==> config.mk <==
export PLATFORM = sky130hd
export DESIGN_NAME = mem_port_arbiter
export DESIGN_NICKNAME = d
export VERILOG_FILES = /design/src/rtl/arb_pkg.sv /design/src/rtl/mux2.sv /design/src/rtl/mem_port_arbiter.sv
export SDC_FILE = /design/constraint.sdc
export NUM_CORES = 1
export LEC_CHECK = 0
export ABC_AREA = 1
export BUFFER_PORTS_ARGS = -buffer_cell sky130_fd_sc_hd__buf_2
export CORE_ASPECT_RATIO = 0.5
export CORE_MARGIN = 10
export CORE_UTILIZATION = 28
export DETAILED_ROUTE_END_ITERATION = 12
export GPL_TIMING_DRIVEN = 0
export PLACE_DENSITY_LB_ADDON = 0.15
export SLEW_MARGIN = 25
export SYNTH_ARGS = -nofsm -noshare
export SYNTH_HDL_FRONTEND = slang
export SYNTH_SLANG_ARGS = --single-unit
==> constraint.sdc <==
create_clock -name clk -period 1.3 [get_ports clk]
set_input_delay 0.065 -clock clk [delete_from_list [all_inputs] [get_ports clk]]
set_output_delay 0.065 -clock clk [all_outputs]
set_load 0.01 [all_outputs]
==> src/rtl/arb_pkg.sv <==
// arb_pkg: shared FSM state and owner encodings for the memory port arbiter.
package arb_pkg;
  typedef enum logic {IDLE = 1'b0, BUSY = 1'b1} state_t;
  typedef enum logic {OWN_IF = 1'b0, OWN_LS = 1'b1} owner_t;
  localparam int CNT_W = 8;
endpackage

==> src/rtl/mux2.sv <==
// mux2: two-input word multiplexer; y = s ? d1 : d0.
module mux2 #(
  parameter int W = 32
) (
  input  logic [W-1:0] d0,
  input  logic [W-1:0] d1,
  input  logic         s,
  output logic [W-1:0] y
);
  assign y = s ? d1 : d0;
endmodule

==> src/rtl/mem_port_arbiter.sv <==
// mem_port_arbiter: round-robin arbiter sharing one memory port between fetch and load/store.
// Ports: clk/reset (async, active high); if_* fetch requester; ls_* load/store requester;
// mem_* shared memory port; rdata mem_rdata passthrough; sel port select (0 fetch, 1 load/store);
// err one-cycle pulse when a transaction times out.
module mem_port_arbiter
  import arb_pkg::*;
#(
  parameter int TIMEOUT = 15,
  parameter int XLEN    = 32
) (
  input  logic            clk,
  input  logic            reset,
  input  logic            if_req,
  input  logic [XLEN-1:0] if_addr,
  output logic            if_gnt,
  output logic            if_rvalid,
  input  logic            ls_req,
  input  logic            ls_we,
  input  logic [XLEN-1:0] ls_addr,
  input  logic [XLEN-1:0] ls_wdata,
  output logic            ls_gnt,
  output logic            ls_rvalid,
  output logic            mem_req,
  output logic            mem_we,
  output logic [XLEN-1:0] mem_addr,
  output logic [XLEN-1:0] mem_wdata,
  input  logic            mem_rvalid,
  input  logic [XLEN-1:0] mem_rdata,
  output logic [XLEN-1:0] rdata,
  output logic            sel,
  output logic            err
);
  state_t            state_q, state_d;
  owner_t            owner_q, owner_d, last_q, last_d, win;
  logic [CNT_W-1:0]  cnt_q, cnt_d;
  logic              grant, busy, done, tmo;
  logic [XLEN-1:0]   addr_mux;
  // On a tie the requester that was not served last wins.
  assign win   = (if_req && ls_req) ? ((last_q == OWN_LS) ? OWN_IF : OWN_LS)
               : (ls_req ? OWN_LS : OWN_IF);
  // Outputs are gated by reset so they drop the moment reset rises.
  assign grant = !reset && state_q == IDLE && (if_req || ls_req);
  assign busy  = !reset && state_q == BUSY;
  assign done  = busy && mem_rvalid;
  assign tmo   = busy && !mem_rvalid && cnt_q == CNT_W'(TIMEOUT);
  // Outside a grant, sel shows the owner, which covers both BUSY and the idle hold.
  assign sel       = grant ? (win == OWN_LS) : (owner_q == OWN_LS);
  assign if_gnt    = grant && win == OWN_IF;
  assign ls_gnt    = grant && win == OWN_LS;
  assign mem_req   = grant;
  assign mem_we    = grant && sel && ls_we;
  assign mem_wdata = (grant && sel) ? ls_wdata : '0;
  assign mem_addr  = grant ? addr_mux : '0;
  assign if_rvalid = done && owner_q == OWN_IF;
  assign ls_rvalid = done && owner_q == OWN_LS;
  assign err       = tmo;
  assign rdata     = mem_rdata;
  mux2 #(.W(XLEN)) u_addr_mux (
    .d0(if_addr),
    .d1(ls_addr),
    .s (sel),
    .y (addr_mux)
  );
  always_comb begin
    state_d = grant ? BUSY : (done || tmo) ? IDLE : state_q;
    owner_d = grant ? win : owner_q;
    last_d  = (done || tmo) ? owner_q : last_q;
    cnt_d   = grant ? CNT_W'(1) : (done || tmo) ? '0 : busy ? cnt_q + CNT_W'(1) : cnt_q;
  end
  always_ff @(posedge clk or posedge reset) begin
    if (reset) begin
      state_q <= IDLE;
      owner_q <= OWN_IF;
      last_q  <= OWN_LS;
      cnt_q   <= '0;
    end else begin
      state_q <= state_d;
      owner_q <= owner_d;
      last_q  <= last_d;
      cnt_q   <= cnt_d;
    end
  end
endmodule

Yosys cells after proc, flatten, opt, wreduce, memory -nomap -nowiden --
Index checks and enable logic that the tools add are counted.
Operators by class: add/subtract/negate cells 1, $mul 0, divide/modulo/power cells 0, order comparisons 0, equal/unequal tests 1, shifts and indexed selects 0, multiplexer cells 12, bitwise operators 3, reduce and logical (&&, ||, !) cells 19
Operators with widths (count):
- 32-bit 2-to-1 mux | 3
- 8-bit 2-to-1 mux | 3
- 1-bit logical AND | 13
- 8-bit by 1-bit adder with 8-bit output, second input constant | 1
- 8-bit by 4-bit == test with 1-bit output, second input constant | 1
- 1-bit 2-to-1 mux | 6
- 1-bit inverter | 3
- 3-bit nonzero test | 1
- 1-bit zero test | 2
- 1-bit logical OR | 2
- 2-bit nonzero test | 1
Word-level totals: flip-flop bits (word level) 11, latch bits 0, bits in writable memories 0, ROM bits 0, word-level logic and storage cells 40, memories 0

Depth between registers and ports, before layout --
depth in word-level cells 7, gate-level depth with buffers 8

Hierarchy --
From an unflattened synthesis, not the netlist that was laid out.
Second synthesis, totals: cells, all modules 363, area total of the unflattened synthesis 1954.4 um^2
Modules (own cells, without submodules):
- mem_port_arbiter | times used 1, cells an instance 259, area each 1462.7 um^2, seq. area each 276.5 um^2
- mux2 | times used 1, cells an instance 104, area each 491.7 um^2, seq. area each 0.0 um^2

Worst setup path before layout --
OpenSTA, ideal clock, no wires.
path type register to output, start reg last_q, end out mem_addr[22], data arrival time 1235 ps, setup slack 0 ps, cell stages (with the launch flop) 7, buffers on the path 1, cells stage by stage dfstp_2 -> a21boi_1 -> nand2_1 -> o21ai_2 -> buf_2 -> o21ai_1 -> inv_2
On the way: cells in the longest elaborated chain, start to end 5
RTL lines:
- start: declaration | line mem_port_arbiter.sv:34 | owner_t owner_q, owner_d, last_q, last_d, win;
- start signal: assignment | line mem_port_arbiter.sv:79 | last_q <= last_d;
- 1-bit 2-to-1 mux (2 in series) | line mem_port_arbiter.sv:39 | assign win = (if_req && ls_req) ? ((last_q == OWN_LS) ? OWN_IF : OWN_LS)
- 1-bit 2-to-1 mux
- via sel | line mem_port_arbiter.sv:30 | output logic sel,
- 32-bit 2-to-1 mux | line mux2.sv:10 | assign y = s ? d1 : d0;
- 32-bit 2-to-1 mux | line mem_port_arbiter.sv:53 | assign mem_addr = grant ? addr_mux : '0;
- end: declaration | line mem_port_arbiter.sv:25 | output logic [XLEN-1:0] mem_addr,
The timed path passes the listed nets, and every way through them passes these cells.

Worst setup path after layout --
start reg last_q, end out mem_addr[23]
On the way: cells in the longest elaborated chain, start to end 5
RTL lines (line):
- 1-bit 2-to-1 mux (2 in series) | mem_port_arbiter.sv:39
- 1-bit 2-to-1 mux
- 32-bit 2-to-1 mux | mux2.sv:10
- 32-bit 2-to-1 mux | mem_port_arbiter.sv:53
No other way between the ends.

==> impl_metrics.csv <==
group,metric,value,unit
setup_path,crit_path_end_kind,"primary output",
global_routing,grt_start_max_net_pins,12,
global_routing,grt_usage,15.06,%
clock_tree,root_buffer,"clkbuf_16",
cells_and_area,nNetsFinal,687,
synth,ys_ff_latch,11,
floorplan,pin_count,238,
cells_and_area,stdcell_count,628,
synth,synth_top_area_share,17.49,%
clock_tree,clk_pin_slew,40,ps
clock_tree,cts_tree,"yes",
floorplan,die_y,75.37,um
sta,setup_violations,72,
clock_tree,clk_latency,240,ps
cells_and_area,final_common_cell,"buf_2",
setup_path,cp_max_fo,10,
power,power_density,1147,mW/mm2
setup_path,worst-setup-path-type,"reg -> out",
routing,via_per_inst,4.102,
power,ir_drop,723.5,uV
routing,firstDrtPassIters,4,
run_status,status,"finished with violations",
synth,netlist_instances,324,
cells_and_area,fillers,606,
clock_tree,h-tree-depth,1,
place,place_area,0.002839,mm2
setup_path,start_kind,"flip-flop",
run_status,violations,"negative setup slack",
floorplan,die_area,0.009852,mm2
routing,drt_iter0_markers,55,
synth,yosysWarningCount,0,
place,hpwl,7.106,mm
floorplan,start_util,28.58,%
place,pre_cts_ws,-299.5,ps
sta,slew_violations,0,
place,port-buffer-count,205,
synth,netlist.top_cell.by_area,"nand2_1",
global_routing,grt_pass1_vias,2468,
synth,syn_area,0.001717,mm2
floorplan,rows,20,
hold_path,holdCritPathClass,"in -> reg",
cells_and_area,layout_common_cells,"173 x buf_2, 65 x nand2_1, 47 x inv_1",
global_routing,grt.overflow.total,0,
routing,wl_per_cell,13.94,um
place,dpl.cell_count,606,
sta,finalClockSkew,0.4492,ps
routing,routed_wl,8.754,mm
sta,max_slew_margin,67.23,%
power,p_leak,2.396,nW
sta,tightest_slew,490.0,ps
synth,yosys-top-cells-area,"nand2_1 17%, dfrtp_1 15%, buf_4 14%, nor2_1 11%, inv_1 10%",
sta,timing.final.crit_share,131.5,%
synth,syn_nets,459,
global_routing,grt_pass1_wl,12.07,mm
run,maxCapViolCount,0,
cells_and_area,diodes,0,
cells_and_area,drive_gt1_share,63.88,%
sta,fmax,585.1,MHz
synth,synth_seq_area_share,16.11,%
synth,synth_cell_types,26,
clock_tree,cts_num_sinks,11,
global_routing,antenna_found_initial,0,
cells_and_area,area_delta_synth_final,104.7,%
power,p_total,4.030,mW
routing,route.detailed.drc,0,
setup_path,cp_data_arrival_time,1640,ps
clock_tree,cts_buffer_depth,2,
floorplan,coreArea,0.006006,mm2
clock_tree,numCtsBuffers,3,
synth,syn_avg_cell_area,5.298,um2
cells_and_area,design_area,0.003513,mm2
place,gp_congestion,0.8167,
sta,fin_crit,1709,ps
sta,hold_viol,0,
routing,vias,2576,
routing,ant_nets,0,
sta,rsz0062_at_grt,"yes",
floorplan,die_x,130.7,um
sta,hold_ws,228.6,ps
sta,setup_ws,-409.2,ps
setup_path,cp_data_required_time,1240,ps
==> repair_timing <==
item / in CTS / in global routing
cloned: 1 / 0
gates resized for setup: 67 / 48
setup buffers: 11 / 4
hold buffers: 2 / 0
endpoints found under the hold margin: 10 / 0
pin swaps: 6 / 9
endpoints found under the setup margin: 80 / 82
==> flip-flops by register name, summed over array words and instances (netlist names) <==
name     count
owner_q      1
cnt_q        8
state_q      1
last_q       1
==> worst max-delay path, cell delays in order, from the launching register on <==
cell and delay (ps):
dfstp_2 530, a21boi_2 60, or2_1 230, buf_6 140
buf_8 140, nand2_1 60, o21ai_1 80, inv_2 60
buf_6 90
==> synth_stat cells <==
cell type,instances
nand2_1,80
nor2_1,52
inv_1,48
buf_4,32
inv_2,30
o21ai_1,29
dfrtp_1,10
nand3_1,8
buf_2,5
o21ai_0,5
buf_6,4
clkbuf_1,4
a21oi_1,2
o21ai_2,2
xor2_1,2
a21boi_1,1
a21o_1,1
and3_1,1
dfstp_2,1
ha_1,1
nand4_1,1
nor2_2,1
nor3_1,1
o21bai_1,1
o22ai_1,1
or2_1,1
==> per-layer routing <==
layer | GRT usage, % | vias up | part of all wire [%]
met4 | 4.162 | 0 | 1.4
met2 | 31.87 | 100 | 57
met5 | 0 | - | 0
li1 | - | 1364 | -
met1 | 14.01 | 1101 | 32
met3 | 4.097 | 11 | 9.1
==> stage by stage <==
step | util (%) | TNS, ps
floorplan | - | 0
global placement | 47.27 | -14970
detailed placement | 47.27 | -14930
CTS | 55.35 | -17980
global route | 58.50 | -24190
finish | 58.50 | -17520
==> kinds of logic after synthesis <==
group | share of synthesized area [%]
AOI/OAI and AO/OA | 13.19
xor gates and xnor gates | 1.021
adders and majority gates | 0.7287
buffers and inverters | 36.01
DFF | 16.11
and+or+nand+nor | 32.95
==> layout make-up <==
type	instances	area, um2	area share [%]
inverter	78	292.8	8.333
timing repair buffer	223	1381	39.32
sequential	11	279.0	7.942
tap	77	96.34	2.742
clock buffer	4	78.83	2.244
buffer	45	381.6	10.86
multi-input combinational	190	1003	28.56
==> path summary, 6_finish.rpt <==
path,to,startpoint,slack (ps),cells past startpoint
max in group asynchronous,cnt_q[0],reset,470,3
min,last_q,mem_rvalid,230,4
min in group asynchronous,last_q,reset,450,3
max,mem_addr[23],last_q,-410,8
min reg2reg,cnt_q[7],cnt_q[7],580,3
max reg2reg,cnt_q[7],state_q,-60,10
==> power breakdown <==
group          internal [mW]  total, mW  switching, mW
Sequential             0.447      0.537         0.0899
Combinational           1.44       2.92           1.48
Clock                  0.412      0.573          0.160
No activity file was read; power rests on OpenSTA's default activity.
